`src/rtl/lcd_pkg.sv`:
```
`default_nettype none
// ============================================================================
// Module      : lcd_pkg
// Description : Shared definitions for the HD44780 character LCD driver:
//               controller/bus state encoding, command bytes, the power-on
//               initialisation table and cycle-count helper functions.
// Revision    : 1.0 - initial release
// ============================================================================
package lcd_pkg;

    // One encoding shared by the init/cursor FSM (POWERUP, INIT, IDLE, WAIT)
    // and the bus sequencer (IDLE, SETUP, PULSE, HOLD, WAIT).
    typedef enum logic [2:0] {
        ST_POWERUP = 3'd0,
        ST_INIT    = 3'd1,
        ST_IDLE    = 3'd2,
        ST_SETUP   = 3'd3,
        ST_PULSE   = 3'd4,
        ST_HOLD    = 3'd5,
        ST_WAIT    = 3'd6
    } lcd_state_t;

    localparam logic [7:0] c_FUNC_SET  = 8'h38;
    localparam logic [7:0] c_DISP_OFF  = 8'h08;
    localparam logic [7:0] c_CLEAR     = 8'h01;
    localparam logic [7:0] c_ENTRY     = 8'h06;
    localparam logic [7:0] c_DISP_ON   = 8'h0C;
    localparam logic [7:0] c_SET_DDRAM = 8'h80;

    localparam logic [7:0] c_ASCII_LF  = 8'h0A;
    localparam logic [7:0] c_ASCII_FF  = 8'h0C;

    localparam int unsigned c_CMD_US   = 40;
    localparam int unsigned c_CLR_US   = 1640;

    localparam int unsigned c_INIT_LEN = 8;

    // Power-on sequence; the first two function-set waits are the long
    // settling times the controller needs before it reliably latches.
    localparam logic [7:0] c_INIT_CMD [0:7] = '{
        c_FUNC_SET, c_FUNC_SET, c_FUNC_SET, c_FUNC_SET,
        c_DISP_OFF, c_CLEAR,    c_ENTRY,    c_DISP_ON
    };

    localparam int unsigned c_INIT_WAIT_US [0:7] = '{
        32'd4100, 32'd100, 32'd40, 32'd40,
        32'd40,   32'd1640, 32'd40, 32'd40
    };

    // Round up so the LCD never gets less than its minimum delay; never 0.
    function automatic longint unsigned us_to_cycles(
        input longint unsigned clk_hz,
        input longint unsigned us
    );
        longint unsigned cyc;
        cyc = (clk_hz * us + 64'd999_999) / 64'd1_000_000;
        return (cyc == 64'd0) ? 64'd1 : cyc;
    endfunction

    // E high/low phases must each last at least 250 ns.
    function automatic longint unsigned e_cycles(input longint unsigned clk_hz);
        longint unsigned cyc;
        cyc = (clk_hz + 64'd3_999_999) / 64'd4_000_000;
        return (cyc == 64'd0) ? 64'd1 : cyc;
    endfunction

    function automatic longint unsigned max_u64(
        input longint unsigned a,
        input longint unsigned b
    );
        return (a > b) ? a : b;
    endfunction

    // DDRAM address of column 0 for a given row.
    function automatic logic [7:0] ddram_base(
        input logic [1:0] row,
        input logic [7:0] cols
    );
        logic [7:0] base;
        case (row)
            2'd0:    base = 8'h00;
            2'd1:    base = 8'h40;
            2'd2:    base = cols;
            default: base = 8'h40 + cols;
        endcase
        return base;
    endfunction

endpackage
`default_nettype wire

```
`src/rtl/lcd_bus_cycle.sv`:
```
`default_nettype none
// ============================================================================
// Module      : lcd_bus_cycle
// Description : One LCD bus transaction: SETUP (e=0), PULSE (e=1), HOLD (e=0),
//               each E_CYC cycles, then an execution WAIT of wait_len cycles.
//               data/rs are latched on start and held until the next start.
// Ports       : clk, reset      - clock, synchronous active-high reset
//               start           - begin a transaction (honoured when free)
//               cmd_byte/cmd_rs - byte and register select to drive
//               wait_len        - execution delay in cycles (>= 1)
//               data, rs, e     - registered LCD bus outputs
//               done            - high in the last WAIT cycle; a start in
//                                 that cycle chains the next transaction
// Revision    : 1.0 - initial release
// ============================================================================
module lcd_bus_cycle
    import lcd_pkg::*;
#(
    parameter int unsigned E_CYC = 1,
    parameter int unsigned CW    = 8
) (
    input  logic          clk,
    input  logic          reset,
    input  logic          start,
    input  logic [7:0]    cmd_byte,
    input  logic          cmd_rs,
    input  logic [CW-1:0] wait_len,
    output logic [7:0]    data,
    output logic          rs,
    output logic          e,
    output logic          done
);

    localparam logic [CW-1:0] c_E_LAST = CW'(E_CYC - 1);

    lcd_state_t    r_phase;
    logic [CW-1:0] r_cnt;
    logic [CW-1:0] r_wait;
    logic [7:0]    r_data;
    logic          r_rs;
    logic          r_e;
    logic          w_free;

    assign done   = (r_phase == ST_WAIT) && (r_cnt == '0);
    assign w_free = (r_phase == ST_IDLE) || done;

    always_ff @(posedge clk) begin
        if (reset) begin
            r_phase <= ST_IDLE;
            r_cnt   <= '0;
            r_wait  <= '0;
            r_data  <= 8'h00;
            r_rs    <= 1'b0;
            r_e     <= 1'b0;
        end else if (start && w_free) begin
            r_phase <= ST_SETUP;
            r_cnt   <= c_E_LAST;
            r_wait  <= wait_len;
            r_data  <= cmd_byte;
            r_rs    <= cmd_rs;
            r_e     <= 1'b0;
        end else begin
            case (r_phase)
                ST_SETUP: begin
                    if (r_cnt == '0) begin
                        r_phase <= ST_PULSE;
                        r_cnt   <= c_E_LAST;
                        r_e     <= 1'b1;
                    end else begin
                        r_cnt <= r_cnt - CW'(1);
                    end
                end
                ST_PULSE: begin
                    if (r_cnt == '0) begin
                        r_phase <= ST_HOLD;
                        r_cnt   <= c_E_LAST;
                        r_e     <= 1'b0;
                    end else begin
                        r_cnt <= r_cnt - CW'(1);
                    end
                end
                ST_HOLD: begin
                    if (r_cnt == '0) begin
                        r_phase <= ST_WAIT;
                        r_cnt   <= r_wait - CW'(1);
                    end else begin
                        r_cnt <= r_cnt - CW'(1);
                    end
                end
                ST_WAIT: begin
                    if (r_cnt == '0) begin
                        r_phase <= ST_IDLE;
                    end else begin
                        r_cnt <= r_cnt - CW'(1);
                    end
                end
                ST_IDLE: begin
                    r_e <= 1'b0;
                end
                default: begin
                    r_phase <= ST_IDLE;
                    r_e     <= 1'b0;
                end
            endcase
        end
    end

    assign data = r_data;
    assign rs   = r_rs;
    assign e    = r_e;

endmodule
`default_nettype wire

```
`src/rtl/lcd_controller.sv`:
```
`default_nettype none
// ============================================================================
// Module      : lcd_controller
// Description : HD44780-compatible character LCD driver. Runs the power-on
//               init sequence, then accepts ASCII bytes on a valid/ready
//               handshake, tracks the cursor and handles wrap, LF and FF.
// Ports       : clk        - system clock
//               reset      - synchronous active-high reset
//               ascii_data - byte to display or control code
//               write      - byte valid; accepted when write && ready
//               ready      - idle and able to accept a byte
//               data       - LCD DB7..DB0
//               rs         - 0 command, 1 data
//               rw         - tied low (busy flag never read)
//               e          - LCD enable strobe
// Revision    : 1.0 - initial release
// ============================================================================
module lcd_controller
    import lcd_pkg::*;
#(
    parameter int unsigned CLK_HZ     = 50_000_000,
    parameter int unsigned COLS       = 16,
    parameter int unsigned ROWS       = 2,
    parameter int unsigned POWERUP_US = 15000
) (
    input  logic       clk,
    input  logic       reset,
    input  logic [7:0] ascii_data,
    input  logic       write,
    output logic       ready,
    output logic [7:0] data,
    output logic       rs,
    output logic       rw,
    output logic       e
);

    localparam longint unsigned c_E_CYC    = e_cycles(64'(CLK_HZ));
    localparam longint unsigned c_PWR_CYC  = us_to_cycles(64'(CLK_HZ), 64'(POWERUP_US));
    localparam longint unsigned c_CMD_CYC  = us_to_cycles(64'(CLK_HZ), 64'(c_CMD_US));
    localparam longint unsigned c_CLR_CYC  = us_to_cycles(64'(CLK_HZ), 64'(c_CLR_US));
    localparam longint unsigned c_LONG_CYC = us_to_cycles(64'(CLK_HZ), 64'(c_INIT_WAIT_US[0]));
    localparam longint unsigned c_MAX_WAIT =
        max_u64(max_u64(c_PWR_CYC, c_LONG_CYC),
                max_u64(c_CLR_CYC, max_u64(c_CMD_CYC, c_E_CYC)));

    // Counters are loaded with (wait - 1), so $clog2 of the longest wait fits.
    localparam int unsigned c_CW = (c_MAX_WAIT <= 64'd1) ? 1 : $clog2(c_MAX_WAIT);

    localparam logic [c_CW-1:0] c_PWR_LOAD = c_CW'(c_PWR_CYC - 64'd1);
    localparam logic [c_CW-1:0] c_T_CMD    = c_CW'(c_CMD_CYC);
    localparam logic [c_CW-1:0] c_T_CLR    = c_CW'(c_CLR_CYC);
    localparam logic [1:0]      c_ROW_LAST = 2'(ROWS - 1);
    localparam logic [5:0]      c_COL_LAST = 6'(COLS - 1);
    localparam logic [7:0]      c_COLS_B   = 8'(COLS);

    logic [c_CW-1:0] w_init_wait [0:7];

    generate
        for (genvar gi = 0; gi < 8; gi++) begin : g_init_wait
            assign w_init_wait[gi] = c_CW'(us_to_cycles(64'(CLK_HZ), 64'(c_INIT_WAIT_US[gi])));
        end
    endgenerate

    lcd_state_t      r_state;
    logic [c_CW-1:0] r_pwr_cnt;
    logic [2:0]      r_init_idx;
    logic [1:0]      r_row;
    logic [5:0]      r_col;
    logic            r_ready;
    logic            r_pend;
    logic [7:0]      r_pend_cmd;

    logic            w_start;
    logic [7:0]      w_byte;
    logic            w_rs;
    logic [c_CW-1:0] w_wait;
    logic            w_bus_done;
    logic            w_accept;
    logic            w_printable;
    logic            w_wrap;
    logic [1:0]      w_next_row;
    logic [7:0]      w_next_addr;

    assign w_accept    = write && r_ready;
    assign w_printable = (ascii_data >= 8'h20) && (ascii_data <= 8'h7E);
    assign w_wrap      = (r_col == c_COL_LAST);
    assign w_next_row  = (r_row == c_ROW_LAST) ? 2'd0 : r_row + 2'd1;
    assign w_next_addr = c_SET_DDRAM | ddram_base(w_next_row, c_COLS_B);

    // The bus start is combinational so a transaction begins on the very
    // edge that accepts a byte or finishes the previous wait.
    always_comb begin
        w_start = 1'b0;
        w_byte  = 8'h00;
        w_rs    = 1'b0;
        w_wait  = c_T_CMD;
        case (r_state)
            ST_POWERUP: begin
                if (r_pwr_cnt == '0) begin
                    w_start = 1'b1;
                    w_byte  = c_INIT_CMD[0];
                    w_wait  = w_init_wait[0];
                end
            end
            ST_INIT: begin
                if (w_bus_done && (r_init_idx != 3'd7)) begin
                    w_start = 1'b1;
                    w_byte  = c_INIT_CMD[r_init_idx + 3'd1];
                    w_wait  = w_init_wait[r_init_idx + 3'd1];
                end
            end
            ST_IDLE: begin
                if (w_accept) begin
                    if (w_printable) begin
                        w_start = 1'b1;
                        w_byte  = ascii_data;
                        w_rs    = 1'b1;
                    end else if (ascii_data == c_ASCII_LF) begin
                        w_start = 1'b1;
                        w_byte  = w_next_addr;
                    end else if (ascii_data == c_ASCII_FF) begin
                        w_start = 1'b1;
                        w_byte  = c_CLEAR;
                        w_wait  = c_T_CLR;
                    end
                end
            end
            ST_WAIT: begin
                if (w_bus_done && r_pend) begin
                    w_start = 1'b1;
                    w_byte  = r_pend_cmd;
                end
            end
            default: begin
            end
        endcase
    end

    always_ff @(posedge clk) begin
        if (reset) begin
            r_state    <= ST_POWERUP;
            r_pwr_cnt  <= c_PWR_LOAD;
            r_init_idx <= 3'd0;
            r_row      <= 2'd0;
            r_col      <= 6'd0;
            r_ready    <= 1'b0;
            r_pend     <= 1'b0;
            r_pend_cmd <= 8'h00;
        end else begin
            case (r_state)
                ST_POWERUP: begin
                    if (r_pwr_cnt == '0) begin
                        r_state    <= ST_INIT;
                        r_init_idx <= 3'd0;
                    end else begin
                        r_pwr_cnt <= r_pwr_cnt - c_CW'(1);
                    end
                end
                ST_INIT: begin
                    if (w_bus_done) begin
                        if (r_init_idx == 3'd7) begin
                            r_state <= ST_IDLE;
                            r_ready <= 1'b1;
                        end else begin
                            r_init_idx <= r_init_idx + 3'd1;
                        end
                    end
                end
                ST_IDLE: begin
                    if (w_accept) begin
                        if (w_printable) begin
                            r_state <= ST_WAIT;
                            r_ready <= 1'b0;
                            if (w_wrap) begin
                                // Re-address the next row before ready returns.
                                r_col      <= 6'd0;
                                r_row      <= w_next_row;
                                r_pend     <= 1'b1;
                                r_pend_cmd <= w_next_addr;
                            end else begin
                                r_col <= r_col + 6'd1;
                            end
                        end else if (ascii_data == c_ASCII_LF) begin
                            r_state <= ST_WAIT;
                            r_ready <= 1'b0;
                            r_col   <= 6'd0;
                            r_row   <= w_next_row;
                        end else if (ascii_data == c_ASCII_FF) begin
                            r_state <= ST_WAIT;
                            r_ready <= 1'b0;
                            r_col   <= 6'd0;
                            r_row   <= 2'd0;
                        end
                    end
                end
                ST_WAIT: begin
                    if (w_bus_done) begin
                        if (r_pend) begin
                            r_pend <= 1'b0;
                        end else begin
                            r_state <= ST_IDLE;
                            r_ready <= 1'b1;
                        end
                    end
                end
                default: begin
                    r_state <= ST_POWERUP;
                    r_ready <= 1'b0;
                end
            endcase
        end
    end

    lcd_bus_cycle #(
        .E_CYC (32'(c_E_CYC)),
        .CW    (c_CW)
    ) u_bus (
        .clk      (clk),
        .reset    (reset),
        .start    (w_start),
        .cmd_byte (w_byte),
        .cmd_rs   (w_rs),
        .wait_len (w_wait),
        .data     (data),
        .rs       (rs),
        .e        (e),
        .done     (w_bus_done)
    );

    assign ready = r_ready;
    assign rw    = 1'b0;

endmodule
`default_nettype wire

```
`config.mk`:
```
export PLATFORM = sky130hd
export DESIGN_NAME = lcd_controller
export DESIGN_NICKNAME = d
export VERILOG_FILES = /design/src/rtl/lcd_pkg.sv /design/src/rtl/lcd_bus_cycle.sv /design/src/rtl/lcd_controller.sv
export SDC_FILE = /design/constraint.sdc
export NUM_CORES = 1
export LEC_CHECK = 0
export ABC_AREA = 1
export CORE_UTILIZATION = 51
export DETAILED_ROUTE_END_ITERATION = 10
export HOLD_SLACK_MARGIN = 0.06
export PLACE_DENSITY = 0.73
export REMOVE_ABC_BUFFERS = 1
export SLEW_MARGIN = 20
export SYNTH_ARGS = -nofsm -noshare
export SYNTH_HDL_FRONTEND = slang
export SYNTH_HIERARCHICAL = 1
export SYNTH_SLANG_ARGS = --single-unit
export TNS_END_PERCENT = 100
```
`constraint.sdc`:
```
create_clock -name clk -period 2.08 [get_ports clk]
set_clock_uncertainty 0.2 [all_clocks]
set_input_delay 0.416 -clock clk [delete_from_list [all_inputs] [get_ports clk]]
set_output_delay 0.416 -clock clk [all_outputs]
set_load 0.005 [all_outputs]
```
==> results.sh, run 1 <==
export IMPL_synth_compound_area_share_pct=11.2
export IMPL_total_power_mw=14.6
export IMPL_initial_core_util_pct=52.9
export IMPL_worstSetupPathType="reg -> reg"
export IMPL_switching_share_pct=48.7
export IMPL_setup_viol=57
export IMPL_netSwitchingPower_mw=7.10
export IMPL_grt_pass1_vias=6412
export IMPL_outcome="finished with violations"
export IMPL_syn_inst=1015
export IMPL_p_seq_share_pct=18.7
export IMPL_hold_class="reg -> reg"
export IMPL_avgRoutedWirePerCell_um=13.3
export IMPL_powerDensity_nw_per_um2=1810
export IMPL_cts_buffer_depth=2
export IMPL_p_int_mw=7.47
export IMPL_synth_cell_types=39
export IMPL_slowest_stage="dfxtp_2"
export IMPL_cp_depth=14
export IMPL_grt_max_degree=52
export IMPL_clock_sinks=92
export IMPL_dpl_hpwl_um=11700
export IMPL_antenna_found_initial=0
export IMPL_worstSkewPairLatency_ns=0.35
export IMPL_crit_chain="inv_2 -> ha_4 -> nor3b_4 -> nand3_4 -> nor2_4 -> inv_4 -> nand3_4 -> nand3_4 -> nand3_4 -> nand2_8 -> buf_6 -> buf_16 -> nand3_1 -> a21oi_1"
export IMPL_clkPwrFrac_pct=12.2
export IMPL_critPathTopFamily="simple AND/OR/NAND/NOR gates"
export IMPL_worstRegToRegCells=14
export IMPL_fp_coreArea_um2=11600
export IMPL_grtUsageTotal_pct=27.9
export IMPL_die_y_um=112
export IMPL_fin_ws_ns=-0.185
export IMPL_drt_pre_antenna_iters=5
export IMPL_syn_avg_cell_area_um2=6.03
export IMPL_synth_simple_gate_area_share_pct=43.0
export IMPL_io_buffers=21
export IMPL_synth_mux_area_share_pct=0
export IMPL_wl_met2_um=8510
export IMPL_overflow=0
export IMPL_final_util_pct=69.6
export IMPL_fmax_ghz=0.441
export IMPL_drt_iter0_drc=499
export IMPL_fin_crit_ns=2.27
export IMPL_drv_slew=0
export IMPL_cp_arrival_ns=2.30
export IMPL_ioPinCount=23
export IMPL_violations="negative setup slack"
export IMPL_hold_depth=2
export IMPL_drive_gt1_share_pct=21.4
export IMPL_critPathMaxFanout=8
export IMPL_start_kind="flip-flop"
export IMPL_max_cap_violations=0
export IMPL_synthesis_area_um2=6120
export IMPL_cts_buffers=9
export IMPL_place_gp_congestion=0.895
export IMPL_crit_top_cell="nand3_4"
export IMPL_wirelength_met1_um=7320
export IMPL_slowest_delay_ns=0.32
export IMPL_die_w_um=112
export IMPL_drt_total_wl_um=17100
export IMPL_pwr_share_comb_pct=69.1
export IMPL_crit_buf_inv=4
export IMPL_highest_layer="met4"
export IMPL_wl_met3_um=812
export IMPL_ys_warn_count=6
export IMPL_cts_clk_slew_worst_paths_ns=0.06
export IMPL_finalCritPeriodShare_pct=109
export IMPL_drc=0
export IMPL_yosysSeqAreaShare_pct=30.1
export IMPL_clockRootBuffer="clkbuf_16"
export IMPL_dieArea_um2=12400
export IMPL_hold_violations=0
export IMPL_critPathCaptureType="flip-flop"
export IMPL_area_growth_syn_to_layout_pct=31.5
export IMPL_antenna_cells=0
export IMPL_p_leak_nw=3.78
export IMPL_yosys_area_share_adder_pct=2.25
export IMPL_antenna_left=0
export IMPL_cp_data_required_time_ns=2.12
export IMPL_rows=39
export IMPL_h_tree_depth=3
export IMPL_vias=6701
export IMPL_rsz0062_at_grt="yes"
export IMPL_synth_top_family_by_area="simple AND/OR/NAND/NOR gates"
export IMPL_grt_pass1_wl_um=28500
export IMPL_final_nets=1163
export IMPL_ys_ff_latch=92
export IMPL_cts_tree="yes"
export IMPL_viasPerCell=5.20
export IMPL_synth_xor_area_share_pct=3.72
export IMPL_cts_hold_buffers=0
export IMPL_peakVddDrop_mv=0.872
==> metrics by stage <==
step	setup TNS (ns)	cell area, µm²	std cells	setup WS (ns)	hold slack, ns
floorplan	-25.06	6000	996	-0.601	0.217
global placement	-20.91	7210	1260	-0.378	0.228
detailed placement	-23.39	7210	1260	-0.446	0.248
CTS	-3.92	7760	1285	-0.116	0.265
global route	-11.68	8050	1289	-0.255	0.290
finish	-6.51	8050	1289	-0.185	0.267
==> cells by family (layout without fill, tap and decap cells) <==
logic type                 Yosys count  in the layout
other                                1              9
AOI/OAI and AO/OA                  125            125
xor gates and xnor gates            26             26
adders and majority gates           11             11
buffers and inverters              145            268
DFF                                 92             92
and+or+nand+nor                    615            615
==> cells in the mapped netlist <==
cell type	instances	area, µm²
o21a_1	1	7.51
inv_2	10	37.5
nor2_2	13	81.3
a21oi_1	47	235
nor4_1	1	6.26
nand2_1	254	953
inv_1	107	402
xnor2_1	9	78.8
nand4_1	9	56.3
o22ai_1	1	6.26
nor3_1	9	45.0
or2_2	2	12.5
clkbuf_1	14	52.6
buf_1	2	7.51
o221ai_1	1	8.76
o21bai_1	1	7.51
a211o_1	1	8.76
ha_1	11	138
o21ai_1	3	15.0
buf_4	1	7.51
xor2_1	17	149
nor2_4	6	67.6
o211ai_1	6	45.0
clkinv_1	1	3.75
buf_2	6	30.0
nor2_8	1	20.0
buf_6	4	45.0
nor3b_1	2	15.0
conb_1	1	3.75
nand2_2	8	50.1
nand3_2	2	20.0
nand3b_1	6	45.0
nand3_1	90	450
nor2_1	211	792
o21ai_2	2	17.5
nand3_4	1	17.5
dfxtp_1	92	1840
a21oi_2	7	61.3
o21ai_0	55	275
==> cells in the final DEF (no fill, tap or decap), drive strengths merged <==
cell type,instances
xnor2,9
nand3,93
buf,113
nor4,1
o221ai,1
o21ai,60
o211ai,6
inv,117
nor2,231
xor2,17
conb,9
o21a,1
o22ai,1
o21bai,1
or2,2
clkdlybuf4s50,18
clkbuf,12
bufinv,2
clkinvlp,1
nor3,9
a21oi,54
dfxtp,92
nand3b,6
a211o,1
nor3b,2
nand2,262
nand4,9
ha,11
dlymetal6s2s,3
clkinv,2
==> per-layer routing <==
layer,vias up,GRT usage (%)
met5,-,0
met4,0,12.9
met3,53,4.46
met2,197,49.5
met1,3000,33.1
li1,3451,-
==> path summary, 6_finish.rpt <==
kind / start / end / slack [ns]
setup / recovery: u_bus/r_cnt[0] / u_bus/r_cnt[11] / -0.19
setup reg to reg: u_bus/r_cnt[0] / u_bus/r_cnt[11] / -0.19
hold reg to reg: r_pwr_cnt[19] / r_pwr_cnt[19] / 0.27
hold / removal: r_pwr_cnt[19] / r_pwr_cnt[19] / 0.27
==> power by group through the flow <==
stage | registers (mW) | logic (mW) | clock network, mW
2_1_floorplan | 2.69 | 5.60 | 0
3_3_place_gp | 2.71 | 8.49 | 0
3_5_place_dp | 2.72 | 8.59 | 0
4_1_cts | 2.71 | 9.39 | 1.82
5_1_grt | 2.78 | 11.2 | 1.87
6_report | 2.72 | 10.1 | 1.78
==> cell type report <==
type	instances	area, µm²
fill	983	3520
sequential	92	1840
inverter	118	448
tap	143	179
multi-input combinational	786	4060
clock inverter	4	72.6
timing repair buffer	134	1190
clock buffer	12	246
==> worst register-to-register path, delay by kind of cell, from the launching register on <==
kind	cells	cell delay, ns
and+or+nand+nor	8	0.99
DFF	1	0.32
adders and majority gates	1	0.13
buffers and inverters	4	0.47
AOI/OAI and AO/OA	1	0.04
==> state kept, by name, summed over array words and instances (netlist names), 2 cells and up <==
signal	count
u_bus/r_phase	3
r_state	3
u_bus/r_cnt	20
u_bus/r_wait	20
r_pwr_cnt	20
r_init_idx	3
u_bus/data	8
r_pend_cmd	3
r_col	6
r_row	2
==> timing repair <==
| item | in CTS | in global routing |
|---|---|---|
| setup endpoints to repair | 60 | 64 |
| pin swaps | 15 | 22 |
| setup buffers | 6 | 6 |
| cloned | 3 | 0 |
| gates resized for setup | 47 | 80 |
(Power assumes the default switching activity.)
==> run 2, diff against run 1 <==
--- a/config.mk
+++ b/config.mk
@@ -8,10 +8,9 @@
 export ABC_AREA = 1
 export CORE_UTILIZATION = 51
 export DETAILED_ROUTE_END_ITERATION = 10
-export HOLD_SLACK_MARGIN = 0.06
+export HOLD_SLACK_MARGIN = 0.08
 export PLACE_DENSITY = 0.73
 export REMOVE_ABC_BUFFERS = 1
-export SLEW_MARGIN = 20
 export SYNTH_ARGS = -nofsm -noshare
 export SYNTH_HDL_FRONTEND = slang
 export SYNTH_HIERARCHICAL = 1
==> results of run 2 <==
Final layout, timing and power as in run 1 (identical DEF).
